===== src/rtl/qspi_sram_ctrl.sv =====
// QSPI master for 23LC1024-class serial SRAMs: switches the device to SQI after reset, then serves
// single-word reads/writes. Define QSPI_RSTIO_EN to send RSTIO (0xFF) ahead of EQIO during init.
module qspi_sram_ctrl #(
    parameter int DATA_WIDTH     = 16,
    parameter int ADDR_WIDTH     = 16,
    parameter int CLK_DIV        = 1,
    parameter int CS_HIGH_CYCLES = 2
) (
    input  logic                  clk,
    input  logic                  reset,
    output logic                  init_done,
    input  logic                  req_valid,
    output logic                  req_ready,
    input  logic                  req_we,
    input  logic [ADDR_WIDTH-1:0] req_addr,
    input  logic [DATA_WIDTH-1:0] req_wdata,
    output logic                  rsp_valid,
    output logic [DATA_WIDTH-1:0] rsp_rdata,
    output logic                  cs_n,
    output logic                  sck,
    output logic                  sio_oe,
    output logic [3:0]            sio_o,
    input  logic [3:0]            sio_i
);

    localparam int DATA_NIB   = DATA_WIDTH / 4;
    localparam int BYTE_SHIFT = $clog2(DATA_WIDTH / 8);
    localparam int DIV_W      = (CLK_DIV > 1) ? $clog2(2 * CLK_DIV) : 1;
    localparam int GAP_W      = $clog2(CS_HIGH_CYCLES + 1);

    typedef enum logic [3:0] {
        ST_INIT,
        ST_RSTIO,
        ST_RSTIO_GAP,
        ST_INIT_EQIO,
        ST_INIT_GAP,
        ST_IDLE,
        ST_CMD,
        ST_ADDR,
        ST_DUMMY,
        ST_RDATA,
        ST_WDATA,
        ST_CS_GAP
    } state_t;

    state_t state_q;
    state_t state_d;

    logic [DIV_W-1:0]      div_cnt;
    logic [3:0]            phase_cnt;
    logic [3:0]            phase_len;
    logic [GAP_W-1:0]      gap_cnt;
    logic [63:0]           tx_sr;
    logic [63:0]           tx_load;
    logic [23:0]           byte_addr;
    logic [DATA_WIDTH-1:0] rx_sr;
    logic                  we_q;
    logic                  in_slot;
    logic                  slot_end;
    logic                  sample_now;
    logic                  sck_level;
    logic                  phase_last;
    logic                  phase_done;
    logic                  gap_state;
    logic                  gap_last;
    logic                  accept;

    // A nibble slot is 2*CLK_DIV clk cycles: sck low in the first half, high in the second.
    assign slot_end   = (div_cnt == DIV_W'(2 * CLK_DIV - 1));
    assign sample_now = (div_cnt == DIV_W'(CLK_DIV - 1));
    assign sck_level  = (div_cnt >= DIV_W'(CLK_DIV));
    assign gap_last   = (gap_cnt == GAP_W'(CS_HIGH_CYCLES - 1));
    assign phase_last = (phase_cnt == phase_len - 4'd1);
    assign phase_done = in_slot && slot_end && phase_last;

    // Handshake: a request transfers on a clk edge where req_valid && req_ready; req_ready is high
    // only in IDLE after init, so at most one transaction is ever outstanding.
    assign accept = req_valid && req_ready;

    always_comb begin
        in_slot   = 1'b0;
        gap_state = 1'b0;
        phase_len = 4'd1;
        case (state_q)
            ST_RSTIO:     begin in_slot = 1'b1; phase_len = 4'd2; end
            ST_INIT_EQIO: begin in_slot = 1'b1; phase_len = 4'd8; end
            ST_CMD:       begin in_slot = 1'b1; phase_len = 4'd2; end
            ST_ADDR:      begin in_slot = 1'b1; phase_len = 4'd6; end
            ST_DUMMY:     begin in_slot = 1'b1; phase_len = 4'd2; end
            ST_RDATA:     begin in_slot = 1'b1; phase_len = 4'(DATA_NIB); end
            ST_WDATA:     begin in_slot = 1'b1; phase_len = 4'(DATA_NIB); end
            ST_RSTIO_GAP: gap_state = 1'b1;
            ST_INIT_GAP:  gap_state = 1'b1;
            ST_CS_GAP:    gap_state = 1'b1;
            default:      ;
        endcase
    end

    // Outgoing frame, left-aligned: command, 24-bit byte address, then write data.
    always_comb begin
        byte_addr                     = '0;
        byte_addr[ADDR_WIDTH-1:0]     = req_addr;
        byte_addr                     = byte_addr << BYTE_SHIFT;
        tx_load                       = '0;
        tx_load[63:56]                = req_we ? 8'h02 : 8'h03;
        tx_load[55:32]                = byte_addr;
        tx_load[31 -: DATA_WIDTH]     = req_wdata;
    end

    always_ff @(posedge clk) begin
        if (!reset) begin
            state_q <= ST_INIT;
        end else begin
            state_q <= state_d;
        end
    end

    always_comb begin
        state_d   = state_q;
        req_ready = 1'b0;
        cs_n      = 1'b1;
        sck       = 1'b0;
        sio_oe    = 1'b0;
        sio_o     = 4'b1000;
        case (state_q)
            ST_INIT: begin
`ifdef QSPI_RSTIO_EN
                state_d = ST_RSTIO;
`else
                state_d = ST_INIT_EQIO;
`endif
            end
            ST_RSTIO: begin
                cs_n   = 1'b0;
                sck    = sck_level;
                sio_oe = 1'b1;
                sio_o  = 4'hF;
                if (phase_done) state_d = ST_RSTIO_GAP;
            end
            ST_RSTIO_GAP: begin
                if (gap_last) state_d = ST_INIT_EQIO;
            end
            ST_INIT_EQIO: begin
                // Still in SPI mode: one bit per slot on SIO0 with HOLD_N kept high.
                cs_n   = 1'b0;
                sck    = sck_level;
                sio_oe = 1'b1;
                sio_o  = {1'b1, 2'b00, tx_sr[63]};
                if (phase_done) state_d = ST_INIT_GAP;
            end
            ST_INIT_GAP: begin
                if (gap_last) state_d = ST_IDLE;
            end
            ST_IDLE: begin
                req_ready = init_done;
                if (accept) state_d = ST_CMD;
            end
            ST_CMD: begin
                cs_n   = 1'b0;
                sck    = sck_level;
                sio_oe = 1'b1;
                sio_o  = tx_sr[63:60];
                if (phase_done) state_d = ST_ADDR;
            end
            ST_ADDR: begin
                cs_n   = 1'b0;
                sck    = sck_level;
                sio_oe = 1'b1;
                sio_o  = tx_sr[63:60];
                if (phase_done) state_d = we_q ? ST_WDATA : ST_DUMMY;
            end
            ST_DUMMY: begin
                cs_n = 1'b0;
                sck  = sck_level;
                if (phase_done) state_d = ST_RDATA;
            end
            ST_RDATA: begin
                cs_n = 1'b0;
                sck  = sck_level;
                if (phase_done) state_d = ST_CS_GAP;
            end
            ST_WDATA: begin
                cs_n   = 1'b0;
                sck    = sck_level;
                sio_oe = 1'b1;
                sio_o  = tx_sr[63:60];
                if (phase_done) state_d = ST_CS_GAP;
            end
            ST_CS_GAP: begin
                if (gap_last) state_d = ST_IDLE;
            end
            default: state_d = ST_INIT;
        endcase
    end

    always_ff @(posedge clk) begin
        if (!reset) begin
            div_cnt   <= '0;
            phase_cnt <= '0;
            gap_cnt   <= '0;
            tx_sr     <= {8'h38, 56'h0};
            rx_sr     <= '0;
            we_q      <= 1'b0;
            rsp_valid <= 1'b0;
            rsp_rdata <= '0;
            init_done <= 1'b0;
        end else begin
            rsp_valid <= 1'b0;

            if (in_slot) begin
                div_cnt <= slot_end ? '0 : div_cnt + 1'b1;
                if (slot_end) phase_cnt <= phase_last ? 4'd0 : phase_cnt + 4'd1;
            end

            if (gap_state) gap_cnt <= gap_last ? '0 : gap_cnt + 1'b1;

            if (state_q == ST_IDLE && accept) begin
                tx_sr <= tx_load;
                we_q  <= req_we;
            end else if (slot_end && state_q == ST_INIT_EQIO) begin
                tx_sr <= {tx_sr[62:0], 1'b0};
            end else if (slot_end && (state_q == ST_CMD || state_q == ST_ADDR ||
                                      state_q == ST_WDATA)) begin
                tx_sr <= {tx_sr[59:0], 4'h0};
            end

            // Device data is sampled on the edge that raises sck.
            if (state_q == ST_RDATA && sample_now) rx_sr <= {rx_sr[DATA_WIDTH-5:0], sio_i};

            if (state_q == ST_RDATA && phase_done) begin
                rsp_valid <= 1'b1;
                rsp_rdata <= rx_sr;
            end

            if (state_q == ST_INIT_GAP && gap_last) init_done <= 1'b1;
        end
    end

endmodule


===== config.mk =====
export PLATFORM = sky130hd
export DESIGN_NAME = qspi_sram_ctrl
export DESIGN_NICKNAME = d
export VERILOG_FILES = /design/src/rtl/qspi_sram_ctrl.sv
export SDC_FILE = /design/constraint.sdc
export NUM_CORES = 1
export LEC_CHECK = 0
export CAP_MARGIN = 30
export CORE_ASPECT_RATIO = 0.8
export CORE_MARGIN = 1.5
export CORE_UTILIZATION = 59
export DETAILED_ROUTE_END_ITERATION = 12
export PLACE_DENSITY = 0.85
export SLEW_MARGIN = 20
export SYNTH_ARGS = -nofsm -noshare
export SYNTH_HDL_FRONTEND = slang
export SYNTH_SLANG_ARGS = --single-unit

===== constraint.sdc =====
create_clock -name clk -period 4.9 [get_ports clk]
set_clock_uncertainty 0.2 [all_clocks]
set_input_delay 1.47 -clock clk [delete_from_list [all_inputs] [get_ports clk]]
set_output_delay 1.47 -clock clk [all_outputs]
set_load 0.01 [all_outputs]

==> Word-level counts from Yosys, hierarchy flattened <==
Cells that the tools add are included.
{ "classes": {"add_sub_neg": 4, "multipliers": 0, "div": 0, "n_lt_le_gt_ge": 1, "eq_ne": 22, "shifts": 0, "n_mux": 27, "n_bitwise": 2, "n_reduce_logical": 24} }
{ "op_table": {"columns": ["op", "n"], "rows": [
  ["64-bit 2-to-1 mux", 3],
  ["4-bit 2-to-1 mux", 10],
  ["4-bit case mux with 10 select lines", 1],
  ["4-bit by 3-bit equality test with 1-bit output (second input constant)", 4],
  ["4-bit equality test (second input constant)", 4],
  ["4-bit case mux with 4 select lines", 1],
  ["2-bit inequality test (second input constant)", 7],
  ["4-bit case mux with 3 select lines", 1],
  ["1-bit logical AND", 9],
  ["1-bit 2-to-1 mux", 9],
  ["9-bit AND reduction", 1],
  ["3-bit OR reduction", 3],
  ["4-bit by 2-bit equality test with 1-bit output (second input constant)", 2],
  ["7-bit OR reduction", 1],
  ["2-bit OR reduction", 3],
  ["5-bit OR reduction", 1],
  ["4-bit by 1-bit adder with 4-bit output (second input constant)", 1],
  ["4-bit by 1-bit equality test with 1-bit output (second input constant)", 1],
  ["4-bit equality test", 1],
  ["4-bit logical NOT", 1],
  ["2-bit 2-to-1 mux", 2],
  ["2-bit by 1-bit inequality test with 1-bit output (second input constant)", 2],
  ["4-bit by 1-bit subtractor with 4-bit output (second input constant)", 1],
  ["3-bit nonzero test", 1],
  ["other kinds (8)", 10]
]} }
{ "totals": {"regBits": 109, "latch_bits": 0, "mem_bits_rw": 0, "romBits": 0, "output_inout_bits": 26, "elab_cells": 91, "mem_count": 0} }

==> Longest topological paths before layout <==
{ "logic_depth": {"ltp_word": 8, "ltp_mapped": 9, "ltp_nobuf": 7} }

==> Least setup slack after synthesis <==
OpenSTA, ideal clock, no wires.
{ "synth_path": {"kind": "register to output", "start": "reg state_q[3]", "end": "out sio_o[1]", "t_arrival_ns": 1.656, "slack_ns": 1.574, "stages_incl_launch_ff": 7, "path_buffers": 2, "cell_sequence": "dfxtp_1 > buf_6 > clkbuf_1 > or3b_2 > o21ai_0 > and2_1 > a22o_1"} }
{ "synth_between": {"elab_chain_len": 3, "elab_cells_between_ends": 7} }
{ "synth_rtl": {"columns": ["element", "line", "rtl"], "rows": [
  ["start, declared", "46", "state_t state_q;"],
  ["start signal, assigned", "114", "state_q <= state_d;"],
  ["4-bit by 3-bit equality test with 1-bit output or 4-bit equality test (tied branches)", "125", "case (state_q)"],
  ["3-bit OR reduction (no source line)", null, null],
  ["4-bit case mux with 3 select lines (*)", "125", null],
  ["end, declared", "22", "output logic [3:0] sio_o,"]
]} }
Mark *: on every way between the ends. The rest lies on a longest branch, timed or not.

==> Final worst setup path <==
{ "layout_path": {"start": "reg state_q[3]", "end": "out sio_o[0]"} }
Same word-level chain as after synthesis.

==> results.py <==
metrics = {
    "sta": {
        "finalSetupTns_ps": 0,
        "relSlewSlack_pct": 42.98,
        "post-route-min-period_ps": 4342,
        "timing.final.crit_share_pct": 88.61,
        "worst_pin_slew_ps": 853.3,
        "drv_slew": 0,
        "rsz0062_at_grt": "no",
        "final_hold_viol_count": 0,
        "max_freq_mhz": 230.3,
        "setup_violations": 0,
    },
    "global_route": {
        "antenna_found_initial": 0,
        "grt_max_degree": 98,
        "grt_pass1_wl_mm": 19.14,
        "grt.overflow.total": 0,
        "grt_pass1_vias": 4117,
        "grt.total_usage_pct": 26.41,
    },
    "detailed_routing": {
        "post-route-drc-count": 0,
        "drt_first_pass_iters": 6,
        "detail_route.wl_per_cell_um": 15.18,
        "routed_wl_mm": 11.16,
        "viasPerCell": 6.033,
        "drt_iter0_markers": 370,
        "ant_nets": 0,
        "routed-via-count": 4434,
    },
    "yosys": {
        "synth.net_count": 637,
        "synth-seq-cells": 94,
        "ys_seq_area_share_pct": 38.94,
        "async_flop_share_pct": 0,
        "synth_cells": 596,
        "syn-mean-instance-area_um2": 8.108,
        "ys.warnings.count": 0,
        "synth_ff_type": "dfxtp_1",
        "syn_area_um2": 4832,
        "synth.distinct_cells": 59,
        "synth-edff-count": 0,
    },
    "cts": {
        "cts_tree": "yes",
        "post_cts_buffers": 0,
        "root_buffer": "clkbuf_8",
        "cts_hold_buf": 0,
        "cts.sinks": 94,
        "clock_latency_ps": 370,
        "clk_pin_slew_worst_paths_ps": 100,
        "clk_path_buf_depth": 2,
        "post_cts_resized": 0,
        "htree_levels": 3,
        "cts_buffers": 9,
    },
    "floorplanning": {
        "core_area_um2": 7946,
        "start_util_pct": 60.81,
        "dieArea_um2": 8745,
        "io_pins": 66,
        "std_cell_rows": 29,
        "die_w_um": 104.2,
        "die_y_um": 83.95,
    },
    "worst_hold_path": {
        "hp-start": "rsp_rdata[9]",
        "min_path_type": "reg -> reg",
    },
    "worst_setup_path": {
        "endpoint": "sio_o[0]",
        "required_ps": 3230,
        "worstSetupStartpointType": "flop",
        "cp_data_arrival_time_ps": 2670,
        "cp_max_fo": 24,
        "reg2reg_setup_slack_ps": 1830,
        "rr_startpoint": "state_q[1]",
        "path_class": "reg -> out",
        "crit_start": "state_q[3]",
        "reg2reg_depth": 6,
        "worstReg2RegEnd": "tx_sr[20]",
        "crit_path_end_kind": "primary output",
    },
    "run": {
        "drv_cap": 0,
    },
    "run_status": {
        "outcome": "finished clean",
    },
    "place": {
        "gp_congestion": 0.8426,
        "dp_hpwl_mm": 7.254,
        "io_buffers": 65,
    },
    "layout": {
        "nets": 663,
        "drive_gt1_share_pct": 6.061,
        "antenna_cells": 0,
        "syn_to_final_growth_pct": 15.77,
        "utilization_pct": 70.40,
    },
    "power_and_ir_drop": {
        "peakVddDrop_mv": 0.1660,
        "powerDensity_nw_per_um2": 337.0,
        "p_leak_nw": 1.734,
    },
}
[registers in the layout (all words and copies together) (netlist names)]
register and flops:
state_q 4, div_cnt 1, phase_cnt 4, rx_sr 16, init_done 1, rsp_valid 1, we_q 1, gap_cnt 2
tx_sr 48, rsp_rdata 16
[layout by cell type, fill, tap and decap left out, types with 9 or more instances in the layout]
cell type and instances:
nand2_1 106, dfxtp_1 93, nand3_1 69, clkdlybuf4s50_1 64
o21ai_0 43, o211ai_1 27, nor2_1 25, a21boi_1 25
a21boi_0 24, mux2i_1 24, a311oi_1 11, clkbuf_8 9
[report_power, final]
part           internal [mW]  leakage, nW  switching, mW
registers              0.803        0.759         0.0675
logic                  0.202        0.875          0.311
clock network          0.198       0.0995          0.304
total                   1.20         1.73          0.682
[worst max-delay path, stage by stage (launching register included)]
cell             delay [ps]
dfxtp_1                 770
or3b_2                  490
o21ai_0                 110
and2_1                  200
nand2_1                  70
o41ai_1                  60
clkdlybuf4s50_1         590
[cells by family after synthesis]
logic type | after synthesis | synth area share [%]
AOI/OAI and AO/OA | 166 | 24.55
xor gates and xnor gates | 7 | 1.424
adders and majority gates | 1 | 0.2589
buffers and inverters | 66 | 6.629
DFF | 94 | 38.94
muxes | 24 | 4.972
and+or+nand+nor | 238 | 23.23
[how the worst min path moves through the flow]
stage	endpoint	slack [ps]	cells after the start
global placement	rsp_rdata[12]	240	2
floorplan	rsp_rdata[12]	230	2
global route	rsp_rdata[0]	300	2
CTS	rsp_rdata[9]	270	2
detailed placement	rsp_rdata[4]	250	2
finish	rsp_rdata[9]	260	2
[Yosys cell counts (all sizes together) (2+ instances only)]
library cell	instances	area, um^2
nand2	106	397.9
and2	4	25.02
nor2b	4	25.02
inv	8	30.03
nand3	69	345.3
o211ai	28	215.2
a22o	2	17.52
a22oi	4	30.03
nor2	27	106.4
nor4	2	27.53
a21oi	6	30.03
o31ai	2	15.01
or3	3	18.77
nor3	2	10.01
nor4b	2	17.52
a211o	4	35.03
dfxtp	94	1882
o41ai	2	17.52
nand2b	5	33.78
xor2	2	25.03
xnor2	5	43.79
a311oi	11	96.34
a211oi	3	27.52
o21ai	44	220.2
o31a	2	17.52
a21boi	49	367.9
nand4	2	12.51
mux2i	24	240.2
clkbuf	34	127.6
buf	24	162.7
a2111oi	2	17.52
and3	4	25.02
and4	2	17.52
o311a	2	20.02
[final cells by class]
type	count	area, um^2
well taps	108	135.1
clock buffers	9	123.9
inverters	8	30.03
flip-flops and latches	94	1883
fillers	654	2352
multi-input cells	436	2631
clock inverters	7	65.06
repair buffers	73	725.7
[per-stage QoR]
stage | total power, mW | worst slack (ps) | area (um^2) | hold WS [ps] | instances
2_1_floorplan | 1.261 | 1574 | 4832 | 234.5 | 596
3_3_place_gp | 1.366 | 1071 | 5378 | 244.3 | 718
3_5_place_dp | 1.390 | 987.0 | 5405 | 250.9 | 719
4_1_cts | 1.885 | 568.7 | 5594 | 267.4 | 735
5_1_grt | 1.981 | 379.4 | 5594 | 296.2 | 735
6_report | 1.885 | 558.1 | 5594 | 262.5 | 735
[metal layers]
layer | track usage [%] | part of all wire (%) | vias to the layer above
li1 | - | - | 2176
met1 | 35.49 | 46 | 2071
met2 | 42.20 | 46 | 167
met3 | 5.386 | 6.5 | 20
met4 | 9.470 | 1.8 | 0
met5 | 0 | 0 | -
No activity file was read; power rests on OpenSTA's default activity.
